**src/rtl/bcd_number_entry_pkg.sv**
```systemverilog
// Shared types for the BCD operand path: entry FSM states, keypad codes and the
// sign-magnitude two-digit operand used by the entry, ten's-complement and adder stages.
package bcd_number_entry_pkg;

    typedef enum logic [1:0] {
        IDLE  = 2'd0,
        ENTRY = 2'd1,
        HOLD  = 2'd2
    } entry_state_t;

    localparam logic [3:0] KEY_NEG_DEF = 4'hA;
    localparam logic [3:0] KEY_CLR_DEF = 4'hB;
    localparam logic [3:0] KEY_BSP_DEF = 4'hC;
    localparam logic [3:0] KEY_ENT_DEF = 4'hD;

    typedef struct packed {
        logic       sign;
        logic [3:0] tens;
        logic [3:0] ones;
    } bcd_operand_t;

    localparam bcd_operand_t BCD_ZERO = '{sign: 1'b0, tens: 4'd0, ones: 4'd0};

    // A committed zero never carries a sign, so downstream never sees -0.
    function automatic bcd_operand_t bcd_normalise(input bcd_operand_t v);
        bcd_operand_t r;
        r = v;
        if (v.tens == 4'd0 && v.ones == 4'd0)
            r.sign = 1'b0;
        return r;
    endfunction

endpackage

```
**src/rtl/bcd_key_classify.sv**
```systemverilog
// Decodes a raw keypad code into one-hot key classes; codes outside the map
// (E/F with the default map) assert nothing.
module bcd_key_classify #(
    parameter logic [3:0] KEY_NEG = 4'hA,
    parameter logic [3:0] KEY_CLR = 4'hB,
    parameter logic [3:0] KEY_BSP = 4'hC,
    parameter logic [3:0] KEY_ENT = 4'hD
) (
    input  logic [3:0] key_code,
    output logic       is_digit,
    output logic       is_neg,
    output logic       is_clr,
    output logic       is_bsp,
    output logic       is_ent
);

    always_comb begin
        is_digit = (key_code <= 4'd9);
        is_neg   = (key_code == KEY_NEG);
        is_clr   = (key_code == KEY_CLR);
        is_bsp   = (key_code == KEY_BSP);
        is_ent   = (key_code == KEY_ENT);
    end

endmodule

```
**src/rtl/bcd_number_entry.sv**
```systemverilog
// Keypad entry stage: assembles a signed two-digit BCD operand from key strobes
// and hands it downstream over a valid/ready handshake.
module bcd_number_entry
    import bcd_number_entry_pkg::*;
#(
    parameter logic [3:0] KEY_NEG = KEY_NEG_DEF,
    parameter logic [3:0] KEY_CLR = KEY_CLR_DEF,
    parameter logic [3:0] KEY_BSP = KEY_BSP_DEF,
    parameter logic [3:0] KEY_ENT = KEY_ENT_DEF
) (
    input  logic       clk,
    input  logic       rst,
    input  logic       key_valid,
    input  logic [3:0] key_code,
    input  logic       out_ready,
    output logic       out_valid,
    output logic [8:0] out_val,
    output logic [8:0] disp_val,
    output logic [1:0] digit_cnt,
    output logic       entry_err
);

    entry_state_t state;
    bcd_operand_t entry;
    bcd_operand_t committed;

    logic is_digit;
    logic is_neg;
    logic is_clr;
    logic is_bsp;
    logic is_ent;

    bcd_key_classify #(
        .KEY_NEG(KEY_NEG),
        .KEY_CLR(KEY_CLR),
        .KEY_BSP(KEY_BSP),
        .KEY_ENT(KEY_ENT)
    ) u_classify (
        .key_code(key_code),
        .is_digit(is_digit),
        .is_neg  (is_neg),
        .is_clr  (is_clr),
        .is_bsp  (is_bsp),
        .is_ent  (is_ent)
    );

    always_ff @(posedge clk or posedge rst) begin
        if (rst) begin
            state     <= IDLE;
            entry     <= BCD_ZERO;
            committed <= BCD_ZERO;
            digit_cnt <= 2'd0;
            out_valid <= 1'b0;
            entry_err <= 1'b0;
        end else begin
            entry_err <= 1'b0;
            case (state)
                IDLE: begin
                    if (key_valid && is_digit) begin
                        entry.ones <= key_code;
                        entry.tens <= 4'd0;
                        digit_cnt  <= 2'd1;
                        state      <= ENTRY;
                    end else if (key_valid && is_neg) begin
                        entry.sign <= 1'b1;
                        state      <= ENTRY;
                    end
                end

                ENTRY: begin
                    if (key_valid) begin
                        if (is_digit) begin
                            if (digit_cnt < 2'd2) begin
                                entry.tens <= entry.ones;
                                entry.ones <= key_code;
                                digit_cnt  <= digit_cnt + 2'd1;
                            end else begin
                                entry_err <= 1'b1;
                            end
                        end else if (is_neg) begin
                            entry.sign <= ~entry.sign;
                        end else if (is_bsp) begin
                            if (digit_cnt != 2'd0) begin
                                entry.ones <= entry.tens;
                                entry.tens <= 4'd0;
                                digit_cnt  <= digit_cnt - 2'd1;
                            end else begin
                                entry.sign <= 1'b0;
                                state      <= IDLE;
                            end
                        end else if (is_clr) begin
                            entry     <= BCD_ZERO;
                            digit_cnt <= 2'd0;
                            state     <= IDLE;
                        end else if (is_ent && digit_cnt != 2'd0) begin
                            committed <= bcd_normalise(entry);
                            out_valid <= 1'b1;
                            state     <= HOLD;
                        end
                    end
                end

                HOLD: begin
                    // A transfer and an abort both end the hold; a transfer also
                    // swallows any key arriving on the same edge.
                    if (out_ready || (key_valid && is_clr)) begin
                        out_valid <= 1'b0;
                        entry     <= BCD_ZERO;
                        digit_cnt <= 2'd0;
                        state     <= IDLE;
                    end
                end

                default: begin
                    state <= IDLE;
                end
            endcase
        end
    end

    assign out_val  = committed;
    assign disp_val = entry;

endmodule

```
**config.mk**
```make
export PLATFORM = sky130hd
export DESIGN_NAME = bcd_number_entry
export DESIGN_NICKNAME = d
export VERILOG_FILES = /design/src/rtl/bcd_number_entry_pkg.sv /design/src/rtl/bcd_key_classify.sv /design/src/rtl/bcd_number_entry.sv
export SDC_FILE = /design/constraint.sdc
export NUM_CORES = 1
export LEC_CHECK = 0
export ABC_AREA = 1
export CORE_MARGIN = 5
export CORE_UTILIZATION = 25
export DETAILED_ROUTE_END_ITERATION = 12
export PLACE_DENSITY = 0.53
export SLEW_MARGIN = 20
export SYNTH_ARGS = -nofsm -noshare
export SYNTH_HDL_FRONTEND = slang
export SYNTH_SLANG_ARGS = --single-unit
```
**constraint.sdc**
```tcl
create_clock -name clk -period 2.1 [get_ports clk]
set_input_delay 0.42 -clock clk [delete_from_list [all_inputs] [get_ports clk]]
set_output_delay 0.42 -clock clk [all_outputs]
set_load 0.02 [all_outputs]
```
## Word-level counts from Yosys, hierarchy flattened

Cells that the tools add are included.

| operators by class | value |
|---|---|
| div/mod/pow operators | 0 |
| shift-type cells | 0 |
| bitwise logic cells | 5 |
| multipliers | 0 |
| reductions and logical operators | 17 |
| equality and inequality tests | 25 |
| mux-type cells | 48 |
| add/sub/neg operators | 2 |
| $lt $le $gt $ge | 2 |

Operator list:

| operator | count |
|---|---|
| 8-bit two-way mux | 5 |
| 2-bit two-way mux | 18 |
| 9-bit two-way mux | 4 |
| 9-bit one-hot mux with 3 select lines | 1 |
| 8-bit AND reduction | 3 |
| 2-bit inequality test (second input constant) | 10 |
| 4-bit inequality test (second input constant) | 5 |
| 1-bit two-way mux | 17 |
| 4-bit == test (second input constant) | 4 |
| 7-bit AND reduction | 2 |
| 3-bit inequality test (second input constant) | 4 |
| 2-bit one-hot mux with 3 select lines | 2 |
| 4-bit zero test | 2 |
| 1-bit logical AND | 5 |
| 1-bit inverter | 5 |
| 4-bit less-or-equal comparator (second input constant) | 1 |
| 2-bit nonzero test | 2 |
| 3-bit nonzero test | 1 |
| 2-bit by 1-bit adder with 2-bit output (second input constant) | 1 |
| 2-bit by 1-bit == test with 1-bit output (second input constant) | 1 |
| 2-bit == test (second input constant) | 1 |
| 2-bit zero test | 1 |
| 2-bit < comparator (second input constant) | 1 |
| 1-bit one-hot mux with 2 select lines | 1 |
| other kinds (2) | 2 |

| word-level totals | value |
|---|---|
| output and inout bits | 22 |
| register bits | 24 |
| bits in latches | 0 |
| input bits | 8 |
| memory bits (writable) | 0 |
| memories | 0 |
| bits in read-only memories | 0 |

## Longest topological paths before layout

Gate-level depths: netlist of run 1.

| logic depth | value |
|---|---|
| word-level depth | 9 |
| gate-level depth with buffers | 10 |
| gate-level depth less buffers | 10 |

## Cells and area by module

Synthesis of run 1 repeated with hierarchy kept, for this count alone.

| second synthesis, totals | value |
|---|---|
| cells, all modules | 228 |
| area, all modules | 1,562.7 um^2 |

By module, submodules not included:

| module | area an instance (um^2) | times used | cells each |
|---|---|---|---|
| bcd_number_entry | 1,508.9 | 1 | 214 |
| bcd_key_classify | 53.8 | 1 | 14 |

## Worst setup path after synthesis of run 1

Ideal clock, no wire load.

| timing | value |
|---|---|
| path kind | register to register |
| start | reg state[0] |
| end | reg digit_cnt[1] |
| setup time | 65 ps |
| slack | 474 ps |
| arrival time | 1,561 ps |
| data required time | 2,035 ps |
| cell stages (with the launch flop) | 9 |
| cells stage by stage | dfrtp_1 -> inv_1 -> ha_1 -> inv_1 -> or2_2 -> a21oi_2 -> buf_4 -> nand3_1 -> nand2_1 |

| between the ends | value |
|---|---|
| cells in the longest elaborated chain, start to end | 3 |

Ends and longest elaborated chain:

| item | line | RTL |
|---|---|---|
| from (decl) | bcd_number_entry.sv:23 | `entry_state_t state;` |
| from (signal assigned) | bcd_number_entry.sv:49 | `state <= IDLE;` |
| from (signal assigned) | bcd_number_entry.sv:63 | `state <= ENTRY;` |
| from (signal assigned) | bcd_number_entry.sv:66 | `state <= ENTRY;` |
| 2-bit by 1-bit == test with 1-bit output, or another cell as far along | bcd_number_entry.sv:57 | `case (state)` |
| 4-bit inequality test (no source line), or another cell as far along | -- |  |
| 8-bit AND reduction (no source line) | -- |  |
| to (signal assigned) | bcd_number_entry.sv:76 | `digit_cnt <= digit_cnt + 2'd1;` |
| to (signal assigned) | bcd_number_entry.sv:86 | `digit_cnt <= digit_cnt - 2'd1;` |
| to (decl) | bcd_number_entry.sv:19 | `output logic [1:0] digit_cnt,` |

Several ways; a longest one is shown, not always the timed one.
A chain may end at the register's enable or synchronous reset.

## Worst setup path in the final report of run 1

| timing | value |
|---|---|
| start | reg state[1] |
| end | reg entry, in the netlist disp_val[1] |

| between the ends | value |
|---|---|
| cells in the longest elaborated chain, start to end | 3 |

Ends and longest elaborated chain:

| item | line | RTL |
|---|---|---|
| 2-bit by 1-bit == test with 1-bit output, or another cell as far along | bcd_number_entry.sv:57 |  |
| 4-bit inequality test (no source line), or another cell as far along | -- |  |
| 8-bit AND reduction (no source line) | -- |  |
| to (decl) | bcd_number_entry.sv:24 | `bcd_operand_t entry;` |

Several ways; a longest one is shown, not always the timed one.

==> results of run 1 <==
-- worst paths after layout --
path,start,endpoint,slack [ns],depth (start not counted)
hold reg to reg,out_val[6],out_val[6],0.49,2
setup reg to reg,state[1],disp_val[1],0.28,8
setup / recovery,state[1],disp_val[1],0.28,8
min in group clk,out_val[6],out_val[6],0.49,2
hold / removal,rst,out_valid,0.47,3
max in group asynchronous,rst,disp_val[4],1.38,3
-- stage by stage --
stage | setup WS (ns) | total power, mW | instance area, um^2 | hold WS, ns
global route | 0.128 | 2.77 | 2020 | 0.501
detailed placement | 0.0278 | 2.15 | 1950 | 0.471
finish | 0.285 | 2.53 | 2020 | 0.471
CTS | 0.271 | 2.59 | 2020 | 0.491
global placement | 0.00347 | 2.14 | 1950 | 0.465
floorplan | 0.474 | 1.65 | 1530 | 0.435
-- flip-flops by register name, indices dropped and copies added, names as in the netlist --
name,count
disp_val,9
out_val,9
digit_cnt,2
state,2
entry_err,1
out_valid,1
-- cells by family (layout without fill, tap and decap cells) --
kind of cell,Yosys count,count (layout)
compound gates,17,17
fa+ha+maj,5,5
buf+inv,32,70
flops,24,24
simple gates,138,138
-- worst reg2reg max path, cell delays in order, from the launching register on --
cell     delay (ns)
dfrtp_1        0.43
inv_1          0.09
ha_1           0.49
nand2_1        0.16
nor2_2         0.19
nor2_4         0.06
buf_4          0.17
nand3_1        0.09
nand2_1        0.05
-- layer usage --
metal  track usage  share of wire
met5             0              0
met3        0.0254          0.048
met2         0.188           0.47
met4        0.0124         0.0033
met1         0.138           0.47
-- cells in the final DEF, fill, tap and decap left out --
cell type	instances
nand4_1	6
o21ai_2	8
o21ai_0	6
nor2_2	2
buf_4	9
or2_2	1
nor2_1	23
a21oi_2	1
bufinv_16	1
clkdlybuf4s50_1	29
inv_1	26
nand2_1	73
nor2_4	3
dfrtp_1	24
nand2_2	5
inv_2	2
nand3_1	25
clkbuf_8	3
ha_1	5
a21oi_1	1
o21ai_1	1
-- power groups by stage --
stage          Clock (mW)  Combinational (mW)  Sequential (mW)
5_1_grt             0.458                1.57            0.735
6_report            0.421                1.40            0.708
4_1_cts             0.439                1.43            0.712
3_3_place_gp            0                1.42            0.720
3_5_place_dp            0                1.43            0.719
2_1_floorplan           0               0.818            0.830
-- cell type report --
cell class              count  area share
flip-flops and latches     24       0.298
inverters                  28      0.0521
repair buffers             38       0.177
clock inverters             1      0.0149
well taps                  75      0.0465
multi-input cells         160       0.391
clock buffers               3      0.0205
==> impl_metrics.toml, run 1 <==
[status]
outcome = "finished, final reports clean"

[yosys]
syn_area_um2 = 1530
synth_top_area_frac = 0.393
syn-instance-count = 216
yosys_warnings = 0
ys_seq_area_frac = 0.393
synth_edf_count = 0
yosys.area_share.simple = 0.397
synthesis.area_per_instance_um2 = 7.08
yosys.area.top_type = "dfrtp_1"
synth_compound_area_frac = 0.0777
synth_nets = 229
yosys-top-cells-area = "dfrtp_1, nand2_1, nand3_1"
yosys-top-cells-count = "nand2_1, inv_1, nand3_1, dfrtp_1, nor2_1"
muxShareOfSynthArea = 0
synthArstFlopShare = 1.00
yosys.cell_types.count = 20
synthXorXnorAreaFrac = 0
synth_seq_cells = 24
synthAdderAreaFrac = 0.0409
synth_top_family_by_area = "simple AND/OR/NAND/NOR gates"
yosysMostFrequentCell = "nand2_1"
synth_flop_cell = "dfrtp_1"

[routing]
dr.first_iter.drc_count = 74
wl_per_cell_um = 11.9
first_pass_iters = 4
ant_nets = 0
viasPerCell = 4.41
drc = 0
finalWirelength_mm = 3.91
route.vias.total = 1452

[critical_path]
cp_top_family = "simple AND/OR/NAND/NOR gates"
critPathKind = "flip-flop to flip-flop"
cp.arrival_ns = 1.98
crit_slowest_cell = "ha_1"
crit_path_max_incr_delay_ns = 0.49
cp-end-kind = "flip-flop"
required_ns = 2.27
crit_top_cell = "nand2_1"
worstPathCellList = "inv_1, ha_1, nand2_1, nor2_2, nor2_4, buf_4, nand3_1, nand2_1"
startpoint_type = "flip-flop"
path_buf_inv = 2
worstPathMaxFanout = 15

[cts]
htreeDepth = 1
post_cts_resized = 0
clock-sinks = 24
root_buffer = "clkbuf_8"
cts_hold_buf = 0
clk_path_buf_depth = 2
clk_pin_slew_ns = 0.10
postCtsSetupBuffers = 0
cts_tree = "built"
clk_latency_ns = 0.27
cts_buffers = 3

[pwr]
seqPwrFrac = 0.280
ir_worst_vdd_uv = 505
clock_power_share = 0.166
swShare = 0.449
intPower_mw = 1.40
leakagePower_nw = 1.02
p_sw_mw = 1.14
combPwrFrac = 0.554
power_density_nw_per_um2 = 1260

[place]
globalplace.congestion = 0.885
dp_hpwl_mm = 3.09
dpl.cell_count = 325
port_buffers = 29

[die]
core_um2 = 5920
ios = 30
die_y_um = 88.2
rows = 28
fp.dieW_um = 88.2
start_util = 0.258
dieArea_um2 = 7780

[timing]
rsz0062_at_grt = "false"
fin_setup_tns_ns = 0
relSlewSlack = 0.647
worst_slew_pin_slew_ns = 0.530
period_needed_ns = 1.82
finalClockSkew_ns = 0.00694
finalMaxSlewViolations = 0
finalSetupViolations = 0
fmax_mhz = 551
finalCritPeriodShare = 0.864
finalHoldViolCount = 0

[global_route]
grt_max_degree = 25
grt.total_usage = 0.107
grt_pass1_vias = 1421
antenna_found_initial = 0
grt_pass1_wl_mm = 6.58
grt_overflow = 0

[layout]
stdcell_count = 329
syn2layout_area_growth_pct = 31.9
fillers = 630
utilization = 0.341
drive_gt1_frac = 0.138
nNetsFinal = 268
diodes = 0
multi_input_area_um2 = 788
seqCellArea_um2 = 601

[run]
cap_violations = 0

[hold_path]
hp-class = "input port to asynchronous set/reset pin"
Power figures use the tool's default switching activity.
==> run 2: changes to the inputs <==
- CTS_CLUSTER_SIZE: default -> 14
- SKIP_LAST_GASP: default -> 1
- clock period: 2.1 -> 1.7 ns (I/O delays scaled with it)
==> impl_metrics.toml, run 2 (synthesis results as in run 1) <==
[status]
outcome = "finished, final reports clean"

[layout]
diodes = 0
stdcell_count = 350
drive_gt1_frac = 0.236
multi_input_area_um2 = 858
syn2layout_area_growth_pct = 48.9
final_common_cell = "nand2_1"
utilization = 0.385
seqCellArea_um2 = 601
fillers = 635
nNetsFinal = 289
final_cell_mix = "nand2_1, inv_1, nand3_1, dfrtp_1, buf_4"

[die]
core_um2 = 5920
dieArea_um2 = 7780
rows = 28
start_util = 0.258
die_y_um = 88.2
fp.dieW_um = 88.2
ios = 30

[cts]
cts_tree = "built"
root_buffer = "clkbuf_8"
clock-sinks = 24
htreeDepth = 1
clk_path_buf_depth = 2
cts_buffers = 3
clk_pin_slew_ns = 0.09
clk_latency_ns = 0.28
cts_hold_buf = 0

[critical_path]
startpoint_type = "flip-flop"
required_ns = 1.88
worstPathMaxFanout = 5
cp-end-kind = "flip-flop"
cp.arrival_ns = 1.85
critPathKind = "flip-flop to flip-flop"

[timing]
finalHoldViolCount = 0
rsz0062_at_grt = "true"
finalSetupViolations = 0
finalCritPeriodShare = 0.984
fmax_mhz = 598
worst_slew_pin_slew_ns = 0.324
relSlewSlack = 0.784
finalClockSkew_ns = 0.00214
finalMaxSlewViolations = 0
period_needed_ns = 1.67

[place]
port_buffers = 29
dp_hpwl_mm = 3.29
globalplace.congestion = 0.850
dpl.cell_count = 343

[routing]
drc = 0
ant_nets = 0
first_pass_iters = 4
viasPerCell = 4.40
finalWirelength_mm = 4.42
dr.first_iter.drc_count = 104
route.vias.total = 1539
wl_per_cell_um = 12.6

[run]
cap_violations = 0

[global_route]
antenna_found_initial = 0
grt_overflow = 0
grt-busiest-layer = "met2"
grt_pass1_wl_mm = 7.13
use_met3 = 0.0198
grt_pass1_vias = 1580
grt_util_met2 = 0.195
grtUsageMet1 = 0.152
grt_max_degree = 25
grt.total_usage = 0.116

[pwr]
power_density_nw_per_um2 = 1540
power_mw = 3.51
leakagePower_nw = 1.22
ir_worst_vdd_uv = 765

[hold_path]
hp-class = "input port to asynchronous set/reset pin"
[run 2: changes by cell type in the layout (fill, tap and decap cells not counted), moves of 4 or more]
cell             before  now
buf_4                 9   24
dlymetal6s2s_1        0    6
clkdlybuf4s50_1      29   21
buf_6                 0    4
[run 2: final cells by class]
type	instances	area share
Tap cell	75	0.0412
Sequential cell	24	0.264
Timing Repair Buffer	58	0.241
Multi-Input combinational cell	161	0.377
Inverter	28	0.0462
Clock inverter	1	0.0132
Clock buffer	3	0.0181
[run 2: path summary, 6_finish.rpt]
kind / startpoint / endpoint / slack, ns / cells after the start
max reg2reg: state[1] / disp_val[2] / 0.03 / 8
min reg2reg: out_val[6] / out_val[6] / 0.49 / 2
max: state[1] / disp_val[2] / 0.03 / 8
max in group asynchronous: rst / disp_val[0] / 1.05 / 3
min: rst / out_valid / 0.40 / 3
min in group clk: out_val[6] / out_val[6] / 0.49 / 2
[run 2: repair_timing]
item / CTS / global route
setup endpoints to repair: 2 / 15
resized for setup: 2 / 25
pin swaps: 0 / 1
cloned: 0 / 2
buffers inserted: 0 / 1
[run 2: routing by layer]
metal,vias up,share of wire
met5,-,0
met4,0,0.010
met3,5,0.049
met2,42,0.48
met1,692,0.46
li1,800,-
[run 2: stage by stage]
step	hold WS [ns]	TNS, ns	area [um^2]	setup WS [ns]
2_1_floorplan	0.355	0	1530	0.0740
3_3_place_gp	0.465	-3.32	2090	-0.215
3_5_place_dp	0.469	-3.33	2090	-0.231
4_1_cts	0.408	0	2160	0.00855
5_1_grt	0.430	-0.110	2280	-0.0271
6_report	0.399	0	2280	0.0269
[run 2: worst max-delay path: stages (launching register included)]
cell	delay [ns]
dfrtp_1	0.37
inv_2	0.07
ha_4	0.26
inv_1	0.04
or2_2	0.30
a21oi_4	0.25
nand2_2	0.15
nand2_1	0.08
nand2_1	0.05
[run 2: power breakdown]
group          switching (mW)  leakage [nW]  internal (mW)  total, mW
clock network           0.209        0.0357          0.315      0.525
registers               0.122         0.321          0.736      0.858
logic                    1.23         0.868          0.893       2.12
==> run 3: changes to the inputs <==
- CORE_UTILIZATION: 25 -> 51
- PLACE_DENSITY: 0.53 -> 0.87
- REMOVE_ABC_BUFFERS: default -> 1
==> impl_metrics.toml, run 3 (synthesis results as in run 1) <==
[status]
outcome = "finished, final reports clean"

[timing]
finalMaxSlewViolations = 0
worst_slew_pin_slew_ns = 0.289
finalClockSkew_ns = 0.00208
worst_slack_ns = 0.0376
rsz0062_at_grt = "true"
finalHoldViolCount = 0
fin_setup_tns_ns = 0
finalCritPeriodShare = 0.978
finalSetupViolations = 0
relSlewSlack = 0.807
fmax_mhz = 602
period_needed_ns = 1.66

[routing]
route.vias.total = 1598
drc = 0
route.met3.wl_um = 230
wl_met1_mm = 1.59
viasPerCell = 5.29
ant_nets = 0
wl_met2_mm = 1.91
wl_per_cell_um = 12.6
dr.first_iter.drc_count = 62
routed.top_layer = "met4"
first_pass_iters = 4
finalWirelength_mm = 3.79

[pwr]
ir_worst_vdd_uv = 1060
leakagePower_nw = 1.21
power_mw = 3.17
power_density_nw_per_um2 = 1490

[global_route]
grt.total_usage = 0.190
antenna_found_initial = 0
grt_pass1_wl_mm = 6.27
grt_max_degree = 25
grt_pass1_vias = 1474
grt_overflow = 0

[cts]
clock-sinks = 24
cts_tree = "built"
htreeDepth = 1
clk_path_buf_depth = 2
cts_buffers = 3
postCtsSetupBuffers = 0
clk_pin_slew_ns = 0.11
clk_latency_ns = 0.30
root_buffer = "clkbuf_4"
cts_hold_buf = 0

[layout]
syn2layout_area_growth_pct = 39.3
drive_gt1_frac = 0.214
diodes = 0
final_cell_mix = "nand2_1, inv_1, nand3_1"
seqCellArea_um2 = 602
postLayoutCellArea_um2 = 2130
stdcell_count = 302
multi_input_area_um2 = 841
final_common_cell = "nand2_1"
nNetsFinal = 286
fillers = 206

[critical_path]
cp-end-kind = "primary output"
crit_path_max_incr_delay_ns = 0.62
worstPathCellList = "clkdlybuf4s50_1"
startpoint_type = "flip-flop"
cp.arrival_ns = 1.32
required_ns = 1.36
crit_slowest_cell = "clkdlybuf4s50_1"
cp_top_family = "buffers and inverters"
worstPathMaxFanout = 3
critPathKind = "flip-flop to primary output"
path_buf_inv = 1

[run]
cap_violations = 0

[hold_path]
hp-class = "input port to asynchronous set/reset pin"

[place]
port_buffers = 29
place_area_um2 = 2020
place_ws_ns = -0.211
dp_hpwl_mm = 2.86
dpl.cell_count = 297
globalplace.congestion = 0.850

[die]
start_util = 0.545
die_y_um = 64.8
core_um2 = 2810
dieArea_um2 = 4190
fp.dieW_um = 64.8
rows = 19
ios = 30
## run 3: cell count changes in the layout (fill, tap and decap cells not counted), moves of 2 or more
cell / before / now
nor2_4: 5 / 3
buf_6: 4 / 2
clkbuf_8: 3 / 0
clkbuf_4: 0 / 3
## run 3: report_power, final
part / switching (mW) / internal, mW / leakage, nW / total (mW)
combinational: 1.20 / 0.860 / 0.877 / 2.06
clock: 0.150 / 0.0827 / 0.0138 / 0.232
sequential: 0.140 / 0.737 / 0.320 / 0.877
## run 3: metal layers
metal | up-vias | GRT usage
met5 | - | 0
met4 | 0 | 0.0792
met3 | 7 | 0.0276
met2 | 55 | 0.344
met1 | 742 | 0.224
li1 | 794 | -
## run 3: area by class of cell
type,instances,share of cell area
repair buffers,55,0.244
multi-input cells,161,0.395
flip-flops and latches,24,0.283
clock buffers,3,0.0106
well taps,31,0.0182
inverters,28,0.0494
## run 3: final timing paths
check | from | to | slack (ns) | cells after the start
max | digit_cnt[0] | digit_cnt[0] | 0.04 | 1
min | rst | out_val[8] | 0.37 | 3
min in group clk | out_val[1] | out_val[1] | 0.49 | 2
min reg2reg | out_val[1] | out_val[1] | 0.49 | 2
max reg2reg | state[0] | digit_cnt[1] | 0.04 | 8
max in group asynchronous | rst | state[0] | 1.09 | 3
## run 3: per-stage QoR
stage / util / hold slack, ns
after floorplan: - / 0.355
after global placement: 0.721 / 0.464
after detailed placement: 0.721 / 0.468
after CTS: 0.745 / 0.370
after global routing: 0.759 / 0.413
final: 0.759 / 0.366
## run 3: what timing repair did
item                                    CTS  global route
gates resized for setup                  10            13
endpoints found under the setup margin   12            18
gates cloned                              2             0
pin swaps                                 3             1
